$ cat config.mk
export PLATFORM = sky130hd
export DESIGN_NAME = sd_spi_arbiter
export DESIGN_NICKNAME = d
export VERILOG_FILES = /design/src/rtl/sd_spi_arbiter.sv
export SDC_FILE = /design/constraint.sdc
export NUM_CORES = 1
export LEC_CHECK = 0
export CAP_MARGIN = 20
export CORE_AREA = 2 2 84 78
export DETAILED_ROUTE_END_ITERATION = 10
export DIE_AREA = 0 0 86 80
export PLACE_DENSITY = 0.61
export SKIP_LAST_GASP = 1
export SYNTH_ARGS = -nofsm -noshare
export SYNTH_HDL_FRONTEND = slang
export SYNTH_SLANG_ARGS = --single-unit
$ cat constraint.sdc
create_clock -name clk -period 2.6 [get_ports clk]
set_input_delay 0.65 -clock clk [delete_from_list [all_inputs] [get_ports clk]]
set_output_delay 0.65 -clock clk [all_outputs]
set_load 0.01 [all_outputs]
$ cat src/rtl/sd_spi_arbiter.sv
// sd_spi_arbiter: shares one SD SPI byte engine between two clients, one whole transaction at a time
// Ports:
//   clk, rst                       SD-domain clock, synchronous active-high reset
//   req_i / gnt_o                  per-client lock request / one-hot grant
//   cs_n_in_i                      per-client requested chip-select; only the owner's copy reaches spi_cs_o
//   op_valid_i, op_rx_i            per-client byte op request and kind (1 = receive, sends FF)
//   op_wdata_i                     client n send byte at [8n+7:8n]
//   op_ready_o, rsp_valid_o        owner-only accept and completion pulses
//   rsp_rdata_o                    engine byte captured at completion
//   eng_send_o, eng_recv_o         one-cycle engine strobes
//   eng_din_o, eng_dout_i          bytes to / from the engine
//   eng_ready_i                    engine idle
//   spi_cs_o                       SD chip-select, active-low
//   revoked_o                      pulse when the watchdog takes back an idle grant
module sd_spi_arbiter #(
    parameter bit PRIO0    = 1'b1,
    parameter int HOLD_MAX = 4096,
    parameter int HW       = 12
) (
    input  logic        clk,
    input  logic        rst,
    input  logic [1:0]  req_i,
    output logic [1:0]  gnt_o,
    input  logic [1:0]  cs_n_in_i,
    input  logic [1:0]  op_valid_i,
    input  logic [1:0]  op_rx_i,
    input  logic [15:0] op_wdata_i,
    output logic [1:0]  op_ready_o,
    output logic [1:0]  rsp_valid_o,
    output logic [7:0]  rsp_rdata_o,
    output logic        eng_send_o,
    output logic        eng_recv_o,
    output logic [7:0]  eng_din_o,
    input  logic [7:0]  eng_dout_i,
    input  logic        eng_ready_i,
    output logic        spi_cs_o,
    output logic        revoked_o
);
    typedef enum logic [2:0] {IDLE, GRANT, ISSUE, SETTLE, WAITDONE, RELEASE} state_t;
    state_t        state_q, state_d;
    // owner_q keeps its value after release, so it doubles as the last owner for round-robin
    logic          owner_q, rx_q, drop_q;
    logic [1:0]    blk_q;
    logic [HW-1:0] wd_q;
    logic [1:0]    elig, own_hot;
    logic          own_d, own_req, accept, revoke, done, keep, wd_hit;
    logic [7:0]    wbyte;
    // a revoked client stays blocked until it drops req
    assign elig    = req_i & ~blk_q;
    assign own_d   = (elig == 2'b11) ? (PRIO0 ? 1'b0 : ~owner_q) : elig[1];
    assign own_hot = {owner_q, ~owner_q};
    assign own_req = req_i[owner_q];
    assign wbyte   = owner_q ? op_wdata_i[15:8] : op_wdata_i[7:0];
    assign wd_hit  = (HOLD_MAX != 0) && (wd_q == HW'(HOLD_MAX - 1));
    assign accept  = (state_q == GRANT) && own_req && op_valid_i[owner_q] && eng_ready_i;
    assign revoke  = (state_q == GRANT) && own_req && !accept && wd_hit;
    assign done    = (state_q == WAITDONE) && eng_ready_i;
    // an op whose owner let go at any point during it completes silently
    assign keep    = own_req && !drop_q;
    always_comb begin
        state_d = state_q;
        case (state_q)
            IDLE:     state_d = (|elig) ? GRANT : IDLE;
            GRANT:    state_d = (!own_req || revoke) ? RELEASE : accept ? ISSUE : GRANT;
            ISSUE:    state_d = SETTLE;
            SETTLE:   state_d = WAITDONE;
            WAITDONE: state_d = !eng_ready_i ? WAITDONE : keep ? GRANT : RELEASE;
            default:  state_d = IDLE;
        endcase
    end
    always_ff @(posedge clk) begin
        if (rst) begin
            state_q     <= IDLE;
            owner_q     <= 1'b1;
            rx_q        <= 1'b0;
            drop_q      <= 1'b0;
            blk_q       <= 2'b00;
            wd_q        <= '0;
            gnt_o       <= 2'b00;
            op_ready_o  <= 2'b00;
            rsp_valid_o <= 2'b00;
            rsp_rdata_o <= 8'h00;
            eng_send_o  <= 1'b0;
            eng_recv_o  <= 1'b0;
            eng_din_o   <= 8'hFF;
            spi_cs_o    <= 1'b1;
            revoked_o   <= 1'b0;
        end else begin
            state_q     <= state_d;
            owner_q     <= (state_q == IDLE && |elig) ? own_d : owner_q;
            gnt_o       <= (state_q == IDLE && |elig) ? {own_d, ~own_d} : (state_d == RELEASE) ? 2'b00 : gnt_o;
            rx_q        <= accept ? op_rx_i[owner_q] : rx_q;
            drop_q      <= accept ? 1'b0 : (state_q inside {ISSUE, SETTLE, WAITDONE} && !own_req) ? 1'b1 : drop_q;
            blk_q       <= revoke ? (blk_q | own_hot) : (blk_q & req_i);
            wd_q        <= (state_q == IDLE || accept) ? '0 : (state_q == GRANT) ? wd_q + 1'b1 : wd_q;
            op_ready_o  <= accept ? own_hot : 2'b00;
            rsp_valid_o <= (done && keep) ? own_hot : 2'b00;
            rsp_rdata_o <= done ? eng_dout_i : rsp_rdata_o;
            eng_send_o  <= (state_q == ISSUE) && !rx_q;
            eng_recv_o  <= (state_q == ISSUE) && rx_q;
            eng_din_o   <= accept ? (op_rx_i[owner_q] ? 8'hFF : wbyte) : (state_d == RELEASE) ? 8'hFF : eng_din_o;
            // chip-select lags the owner's request by one cycle and is forced high outside a grant
            spi_cs_o    <= (state_q == IDLE || state_d == RELEASE || state_d == IDLE) ? 1'b1 : cs_n_in_i[owner_q];
            revoked_o   <= revoke;
        end
    end
endmodule

==> out/metrics.csv <==
metric,value,unit
status,completed,
synth-simple-area-share,0.242,
power_leakage,0.000995,uW
netSwitchingPower,380,uW
cts_resized,0,
hp-class,reg2reg,
initial_core_util,0.341,
use_met2,0.215,
place_congestion,0.762,
critPathKind,in2reg,
post-place-cells,354,
die_area,6880,um^2
muxShareOfSynthArea,0.0693,
first_global_vias,1648,
core_area,5980,um^2
num_rows,27,
slew_viol_final,0,
postCtsSetupBuffers,0,
finalHoldViolations,0,
period_needed,2.28,ns
vias,1790,
dp_hpwl,3.41,mm
synth_top_family_by_area,simple AND/OR/NAND/NOR gates,
max-vdd-ir-drop,0.000196,V
track_usage,0.147,
synth.top_cell.area_share,0.452,
synth_area_leaders,"dfxtp_1, nand2_1, mux2_2",
clock_latency,0.30,ns
fmax,440,MHz
synth_top_area_cell,dfxtp_1,
swShare,0.259,
power,1470,uW
comb_power_share,0.187,
arrival,2.46,ns
synth_nets,261,
finalCritPeriodShare,0.875,
drt-initial-drc-count,138,
area_delta_synth_final,38.5,%
cts-root-buf,clkbuf_8,
start_kind,input port,
cts_buffers,5,
p_clk_frac,0.306,
wirelength,4.74,mm
cap_violations,0,
mostFrequentLayoutCell,clkdlybuf4s50_1,
synth_xor_xnor_area_share,0.0472,
final_nets,325,
die_x,86,um
cts_tree,yes,
max-slew-margin-rel,0.711,
cts.sinks,46,
layout_common_cells,"clkdlybuf4s50_1, dfxtp_1, nand2_1",
cts_hold_buffers,0,
clk_pin_slew,0.08,ns
yosys_warnings,0,
max_slew.worst_pin.slew,0.432,ns
finClkSkew,0.00825,ns
grt_max_degree,26,
overflow,0,
layout-drive-gt1-share,0.103,
critPathCaptureType,register,
drc,0,
setup_viol_count_final,0,
clk_path_buf_depth,2,
seq_area_frac_synth,0.452,
cp_max_fo,11,
ios,61,
ys.flop_type,dfxtp_1,
pwr-share-seq,0.508,
setup_tns,0,ns
power_density,519,nW/um^2
routedWlPerCell,13.1,um
antennaDiodeCount,0,
grt.busiest_layer,met2,
synthArstFlopShare,0,
synthAdderAreaFrac,0.00613,
viasPerCell,4.94,
first_pass_iters,4,
required,2.79,ns
htreeDepth,2,
synth-compound-area-share,0.147,
syn_area,2040,um^2
ant_nets,0,
die_h,80,um
syn_inst,225,
io_buffers,60,
fin_cells,362,
synth_cell_types,43,
grt_pass1_wl,7.85,mm
use_met1,0.193,
power.internal,1090,uW
syn_area_per_cell,9.06,um^2
grtUsageMet3,0.0589,
grt_setup_unrepaired,no,
ys_ff_latch,46,
antenna_found_initial,0,
synth-edff-count,0,
-- path summary, 6_finish.rpt --
check / startpoint / end / slack (ns) / cells past startpoint
max reg2reg: state_q[0]$_SDFF_PP0_ / eng_din_o[1]$_SDFFE_PP1P_ / 0.43 / 5
min reg2reg: rsp_rdata_o[6]$_SDFFE_PP0P_ / rsp_rdata_o[6]$_SDFFE_PP0P_ / 0.46 / 2
min: rsp_rdata_o[6]$_SDFFE_PP0P_ / rsp_rdata_o[6]$_SDFFE_PP0P_ / 0.46 / 2
max: eng_ready_i / spi_cs_o$_SDFF_PP1_ / 0.32 / 6
-- layer usage --
metal / wire, um / part of all wire / vias to the layer above
met5: 0 / 0 / -
met2: 1940 / 0.41 / 47
met3: 358 / 0.076 / 7
li1: - / - / 925
met4: 70 / 0.015 / 0
met1: 2360 / 0.50 / 811
-- worst max-delay path: stages --
cell and delay [ns]:
clkdlybuf4s50_1 0.54, and4b_1 0.23, a41oi_2 0.05, a221o_1 0.34, o2111a_1 0.27, a2111o_1 0.38
-- state kept, by name (all words and copies together) (netlist names) --
name and cells:
state_q 3, eng_din_o 8, eng_send_o 1, rsp_rdata_o 8, rx_q 1, rsp_valid_o 2, revoked_o 1, op_ready_o 2
eng_recv_o 1, wd_q 12, spi_cs_o 1, owner_q 1, drop_q 1, blk_q 2, gnt_o 2
-- power groups by stage --
stage	clock network (uW)	logic (uW)	registers, uW
after floorplan	0	170	754
after global placement	0	274	761
after detailed placement	0	272	761
after CTS	464	275	744
after global routing	493	302	748
final	448	273	745
-- cell usage after synthesis, drive strengths merged (3+ instances only) --
cell    instances
or3             3
a21oi          15
nand2          32
xor2            5
nor3            4
xnor2           6
buf             4
mux2i           4
nand2b          7
nand3           4
inv             3
mux2            9
o21ai           5
nand4           5
dfxtp          46
and3            3
clkbuf          8
nor2           27
o32a            8
-- kinds of logic (layout without fill, tap and decap cells) --
kind of cell               Yosys count  in the layout
AOI/OAI and AO/OA                   41             41
xor gates and xnor gates            11             11
adders and majority gates            1              1
buffers and inverters               15             80
DFF                                 46             46
muxes                               13             13
and+or+nand+nor                     98             98
-- area by class of cell --
cell class | count | area (um^2)
sequential | 46 | 921
multi-input combinational | 164 | 1040
clock buffer | 7 | 86.3
clock inverter | 1 | 5.00
timing repair buffer | 69 | 668
inverter | 3 | 11.3
tap | 72 | 90.1
fill | 590 | 3160
-- metrics by stage --
stage / hold WS (ns) / setup WS [ns] / instance area, um^2 / util
finish: 0.458 / 0.325 / 2820 / 0.472
global route: 0.480 / 0.221 / 2820 / 0.472
detailed placement: 0.447 / 0.00749 / 2730 / 0.457
floorplan: 0.415 / 0.640 / 2040 / -
CTS: 0.459 / 0.333 / 2820 / 0.472
global placement: 0.443 / 0.0335 / 2730 / 0.457
Note: power is estimated with default switching activity, not from simulation.
